==> config.mk <==
export PLATFORM = sky130hd
export DESIGN_NAME = stim_seq_gen
export DESIGN_NICKNAME = d
export VERILOG_FILES = /design/src/rtl/stim_seq_gen.sv
export SDC_FILE = /design/constraint.sdc
export NUM_CORES = 1
export LEC_CHECK = 0
export ABC_AREA = 1
export BUFFER_PORTS_ARGS = -buffer_cell sky130_fd_sc_hd__buf_2
export CAP_MARGIN = 20
export CORE_AREA = 2 2 201 203
export DETAILED_ROUTE_END_ITERATION = 6
export DIE_AREA = 0 0 203 205
export PLACE_DENSITY_LB_ADDON = 0.2
export SYNTH_ARGS = -nofsm -noshare
export SYNTH_HDL_FRONTEND = slang
export SYNTH_SLANG_ARGS = --single-unit
==> constraint.sdc <==
create_clock -name clk -period 18.4 [get_ports clk]
set_input_delay 3.68 -clock clk [delete_from_list [all_inputs] [get_ports clk]]
set_output_delay 3.68 -clock clk [all_outputs]
set_load 0.005 [all_outputs]
==> src/rtl/stim_seq_gen.sv <==
// Boot/interrupt stimulus sequencer: delayed cpu_start pulse followed by NCH staggered irq trains.
// Raises a sticky done once every enabled train has finished and one trailing PERIOD has elapsed.
module stim_seq_gen #(
    parameter int unsigned NCH       = 4,
    parameter int unsigned CNT_W     = 24,
    parameter int unsigned START_DLY = 100,
    parameter logic [29:0] START_ADR = 30'h0,
    parameter int unsigned PERIOD    = 100000,
    parameter int unsigned PULSE_W   = 1000,
    parameter int unsigned NPULSE    = 3,
    parameter int unsigned STAGGER   = 0
) (
    input  logic           clk,
    input  logic           rst,
    input  logic [NCH-1:0] ch_en,
    input  logic           hold,
    output logic           cpu_start,
    output logic [29:0]    cpu_start_adr,
    output logic [NCH-1:0] irq,
    output logic           busy,
    output logic           done
);

    localparam longint unsigned CNT_MAX = (64'd1 << CNT_W) - 64'd1;
    localparam logic [CNT_W-1:0] DLY_C   = CNT_W'(START_DLY);
    localparam logic [CNT_W-1:0] PER_C   = CNT_W'(PERIOD);
    localparam logic [CNT_W-1:0] PW_C    = CNT_W'(PULSE_W);
    localparam logic [CNT_W-1:0] NP_LAST = CNT_W'(NPULSE - 1);
    localparam logic [CNT_W-1:0] ONE_C   = CNT_W'(1);

    if (NCH < 1 || NCH > 8) begin : g_bad_nch
        $error("stim_seq_gen: NCH must be in 1..8");
    end
    if (PERIOD == 0 || PULSE_W == 0) begin : g_bad_zero
        $error("stim_seq_gen: PERIOD and PULSE_W must be >= 1");
    end
    if (64'(PERIOD) > CNT_MAX || 64'(PULSE_W) > CNT_MAX || 64'(START_DLY) > CNT_MAX ||
        64'(STAGGER) * 64'(NCH - 1) > CNT_MAX) begin : g_bad_width
        $error("stim_seq_gen: timing parameter does not fit in CNT_W");
    end

    typedef enum logic [2:0] {S_BOOT, S_START, S_RUN, S_TAIL, S_DONE} state_t;
    typedef enum logic [2:0] {C_IDLE, C_STAG, C_GAP, C_HIGH, C_FIN} ch_ph_t;

    state_t           state, state_nxt;
    logic [CNT_W-1:0] cnt, cnt_nxt;
    ch_ph_t           ph [NCH];
    ch_ph_t           ph_nxt [NCH];
    logic [CNT_W-1:0] ccnt [NCH];
    logic [CNT_W-1:0] ccnt_nxt [NCH];
    logic [CNT_W-1:0] np [NCH];
    logic [CNT_W-1:0] np_nxt [NCH];
    logic             all_fin;
    logic             cpu_start_nxt;
    logic [29:0]      cpu_start_adr_nxt;
    logic [NCH-1:0]   irq_nxt;
    logic             busy_nxt;
    logic             done_nxt;

    // Next-state, per-channel engines and registered-output precompute
    always_comb begin
        state_nxt = state;
        cnt_nxt   = cnt;
        ph_nxt    = ph;
        ccnt_nxt  = ccnt;
        np_nxt    = np;
        all_fin   = 1'b1;

        if (state == S_RUN) begin
            for (int k = 0; k < NCH; k++) begin
                case (ph[k])
                    C_STAG: begin
                        if (ccnt[k] == CNT_W'(k * STAGGER)) begin
                            ph_nxt[k]   = C_GAP;
                            ccnt_nxt[k] = ONE_C;
                        end else begin
                            ccnt_nxt[k] = ccnt[k] + ONE_C;
                        end
                    end
                    C_GAP: begin
                        if (ccnt[k] == PER_C) begin
                            ph_nxt[k]   = C_HIGH;
                            ccnt_nxt[k] = ONE_C;
                        end else begin
                            ccnt_nxt[k] = ccnt[k] + ONE_C;
                        end
                    end
                    C_HIGH: begin
                        if (ccnt[k] == PW_C) begin
                            np_nxt[k]   = np[k] + ONE_C;
                            ccnt_nxt[k] = ONE_C;
                            // NPULSE=0 never finishes: trains repeat forever
                            if (NPULSE != 0 && np[k] == NP_LAST) begin
                                ph_nxt[k] = C_FIN;
                            end else begin
                                ph_nxt[k] = C_GAP;
                            end
                        end else begin
                            ccnt_nxt[k] = ccnt[k] + ONE_C;
                        end
                    end
                    default: ;
                endcase
            end
        end

        for (int k = 0; k < NCH; k++) begin
            if (ph_nxt[k] inside {C_STAG, C_GAP, C_HIGH}) begin
                all_fin = 1'b0;
            end
        end

        case (state)
            S_BOOT: begin
                if (cnt == DLY_C) begin
                    state_nxt = S_START;
                    cnt_nxt   = '0;
                end else begin
                    cnt_nxt = cnt + ONE_C;
                end
            end
            S_START: begin
                // ch_en is sampled only here; later changes are ignored
                for (int k = 0; k < NCH; k++) begin
                    if (ch_en[k]) begin
                        ph_nxt[k]   = (k * STAGGER == 0) ? C_GAP : C_STAG;
                        ccnt_nxt[k] = ONE_C;
                        np_nxt[k]   = '0;
                    end
                end
                state_nxt = (|ch_en) ? S_RUN : S_TAIL;
                cnt_nxt   = ONE_C;
            end
            S_RUN: begin
                if (all_fin) begin
                    state_nxt = S_TAIL;
                    cnt_nxt   = ONE_C;
                end
            end
            S_TAIL: begin
                if (cnt == PER_C) begin
                    state_nxt = S_DONE;
                end else begin
                    cnt_nxt = cnt + ONE_C;
                end
            end
            default: state_nxt = S_DONE;
        endcase

        cpu_start_nxt     = (state_nxt == S_START);
        cpu_start_adr_nxt = cpu_start_nxt ? START_ADR : 30'h0;
        for (int k = 0; k < NCH; k++) begin
            irq_nxt[k] = (ph_nxt[k] == C_HIGH);
        end
        busy_nxt = (state_nxt != S_DONE);
        done_nxt = (state_nxt == S_DONE);
    end

    // State and output registers; hold freezes everything
    always_ff @(posedge clk or posedge rst) begin
        if (rst) begin
            state         <= S_BOOT;
            cnt           <= '0;
            for (int k = 0; k < NCH; k++) begin
                ph[k]   <= C_IDLE;
                ccnt[k] <= '0;
                np[k]   <= '0;
            end
            cpu_start     <= 1'b0;
            cpu_start_adr <= 30'h0;
            irq           <= '0;
            busy          <= 1'b0;
            done          <= 1'b0;
        end else if (!hold) begin
            state         <= state_nxt;
            cnt           <= cnt_nxt;
            ph            <= ph_nxt;
            ccnt          <= ccnt_nxt;
            np            <= np_nxt;
            cpu_start     <= cpu_start_nxt;
            cpu_start_adr <= cpu_start_adr_nxt;
            irq           <= irq_nxt;
            busy          <= busy_nxt;
            done          <= done_nxt;
        end
    end

endmodule

==> run_results.csv <==
group,metric,value,unit
timing,fin_crit_sh,31.4,%
logic_synthesis,yosys.area.top_type_share,38.2,%
clock_tree,cts_tree,"built",
critical_path,cpMaxStageDelayCell,"buf_4",
floorplan,start_util,39.6,%
critical_path,cp.depth,11,
status,status,"complete, no violations",
route,ant_nets,0,
global_route,grt_pass1_vias,13602,
placed_design,gp_congestion,0.883,
clock_tree,clockBufferDepth,3,
floorplan,die-area,0.0416,sq mm
critical_path,path_cells,"buf_4 > clkinv_2 > buf_4 > buf_4 > nand2_1 > nor4_1 > nand3_1 > nor3_1 > nand3_1 > o21ai_0 > a21oi_1",
critical_path,worst_ep_arrival_time,6.22,ns
final_layout,final_util,43.3,%
logic_synthesis,yosysWarnings,0,
floorplan,fp.dieH,205,um
critical_path,worst-path-buf-inv,4,
route,vias,13927,
route,drtIter0Drc,866,
route,dr.pass1.iters,5,
logic_synthesis,syn-instance-count,2188,
logic_synthesis,synthDistinctLibCells,59,
floorplan,pin_count,44,
clock_tree,post-cts-setup-buffers,0,
route,drc,0,
critical_path,path_max_fanout,54,
floorplan,row_count,73,
logic_synthesis,synthesis.area,0.0156,sq mm
route,wl_per_cell,13.8,um
logic_synthesis,ys_top_cells_by_area,"dfrtp_1 38%, nand2_1 12%, nor2_1 7.0%",
placed_design,dp_hpwl,26700,um
global_route,grt_start_max_net_pins,96,
timing,final_hold_viol_count,0,
timing,worstMarginPinSlew,0.958,ns
critical_path,cp-end-kind,"flip-flop",
logic_synthesis,ys_async_sr_fraction,100,%
clock_tree,cts_buffers,30,
min_path,hold_depth,2,
clock_tree,ctsHoldBuffers,0,
timing,fmax,173,MHz
clock_tree,cts_resized,0,
logic_synthesis,synth_area_per_cell,7.12,sq um
final_layout,num-fill-cells,3990,
timing,finClkSkew,0.0120,ns
critical_path,critPathKind,"input port to flip-flop",
clock_tree,h-tree-depth,1,
floorplan,core_area,0.0394,sq mm
timing,slew-limit-headroom,36.2,%
timing,slew_viol_final,0,
logic_synthesis,yosysSeqAreaShare,38.2,%
timing,rsz0062_at_grt,"no",
placed_design,port_buffers,13,
min_path,holdCritPathClass,"flip-flop to flip-flop",
global_route,grt_pass1_wl,65700,um
power,leakage,7.69,nW
logic_synthesis,synth_seq_cells,238,
global_route,track_usage,18.6,%
clock_tree,clk_latency,0.56,ns
clock_tree,path_clk_slew,0.06,ns
logic_synthesis,synth_edf_count,0,
timing,layout_min_cycle_time,5.77,ns
route,routed_wirelength,38000,um
critical_path,r2r.worst_path.cells,8,
timing,tns,0,ns
global_route,antenna_found_initial,0,
global_route,overflow,0,
critical_path,critical-path-top-delay-family,"buffers and inverters",
logic_synthesis,synth_flop_cell,"dfrtp_1",
logic_synthesis,yosys.area.top_type,"dfrtp_1",
clock_tree,root_buffer,"clkbuf_16",
route,vias_per_cell,5.07,
critical_path,critPathMaxStageDelay,0.62,ns
job,max_cap_violations,0,
final_layout,drive_gt1_share,6.92,%
final_layout,area_growth,9.42,%
final_layout,layout.nets,2226,
critical_path,critPathMostFrequentCell,"buf_4",
final_layout,diodes,0,
clock_tree,clock-sinks,238,
critical_path,startpoint_type,"input port",
power,p_per_area,77.1,mW/mm^2
critical_path,worstPathRequired,18.85,ns
power,vdd.ir_drop.worst,0.0000691,V
timing,setup_viol,0,
floorplan,die_w,203,um
==> synth_stat cells (all sizes together), types with 6 or more instances <==
cell type  number
xnor2          11
buf            45
ha             18
nand4          55
nand2         489
o21ai         130
clkinv          6
nand3         176
nor3           97
dfrtp         238
o21a           10
nor3b           7
nor2          320
a21oi          77
o22ai          30
clkbuf         24
a31oi           8
a22o            6
inv           280
nor4           34
xor2           89
==> layout make-up <==
type                       instances  area (sq um)  area share, %
multi-input combinational       1624          8240           48.3
sequential                       238          5960           34.9
inverter                         286          1090           6.40
clock buffer                      44           885           5.19
tap                              525           657           3.85
timing repair buffer              21           131          0.771
clock inverter                    11          86.3          0.506
==> flip-flops by register name, indices dropped and copies added (netlist names) <==
name,flops
ccnt,96
np,96
cnt,24
ph,12
irq,4
state,3
busy,1
cpu_start,1
done,1
==> tightest hold or removal path: stages, from the launching register on <==
cell and delay (ns):
dfrtp_1 0.35, nand2_1 0.05, o21ai_0 0.06
==> logic make-up after synthesis <==
logic type | synth area share [%]
AO/OA/AOI/OAI | 10.6
XOR/XNOR | 5.62
adder cells (fa/ha/maj) | 1.45
buffers and inverters | 9.57
flip-flops | 38.2
other | 0.0241
AND/OR/NAND/NOR | 34.5
==> metal layers <==
layer  up-vias  wire (um)  global-route usage [%]
met2       232      17400                    31.2
met3        43       1350                    2.27
met4         0        647                    4.77
li1       7147          -                       -
met5         -          0                       0
met1      6505      18500                    25.5
==> per-stage QoR <==
| step | std cells | hold slack (ns) | total power [W] | instance area, sq um | setup slack [ns] |
|---|---|---|---|---|---|
| 3_3_place_gp | 2693 | 0.471 | 0.000747 | 16100 | 12.09 |
| 3_5_place_dp | 2693 | 0.485 | 0.000751 | 16100 | 12.07 |
| 5_1_grt | 2749 | 0.523 | 0.00138 | 17000 | 12.41 |
| 2_1_floorplan | 2217 | 0.455 | 0.000714 | 15700 | 8.19 |
| 6_report | 2749 | 0.499 | 0.00131 | 17000 | 12.63 |
| 4_1_cts | 2748 | 0.499 | 0.00134 | 17000 | 12.68 |
==> path summary, 6_finish.rpt <==
kind / from / to / slack, ns
max: hold / np[44] / 12.63
min: busy / busy / 0.50
max reg2reg: state[1] / ccnt[95] / 15.47
min reg2reg: busy / busy / 0.50
max in group asynchronous: rst / cnt[1] / 13.77
min in group asynchronous: rst / ccnt[24] / 3.21
==> where the power goes <==
part / switching (W) / total (W) / internal (W)
combinational: 0.000103 / 0.000150 / 0.0000470
clock: 0.000229 / 0.000574 / 0.000345
sequential: 0.0000369 / 0.000591 / 0.000554
total: 0.000369 / 0.00131 / 0.000945
==> cell usage in the layout, fill, tap and decap left out, types with 31 or more instances in the layout <==
master and count:
nor4_1 33, dfrtp_1 238, o21ai_0 116, nor2_1 289, nor3_1 89, nand3_1 169, clkbuf_16 31, xor2_1 89
nand4_1 52, nand2_1 481, a21oi_1 77, inv_1 262
Note: power is estimated with default switching activity, not from simulation.
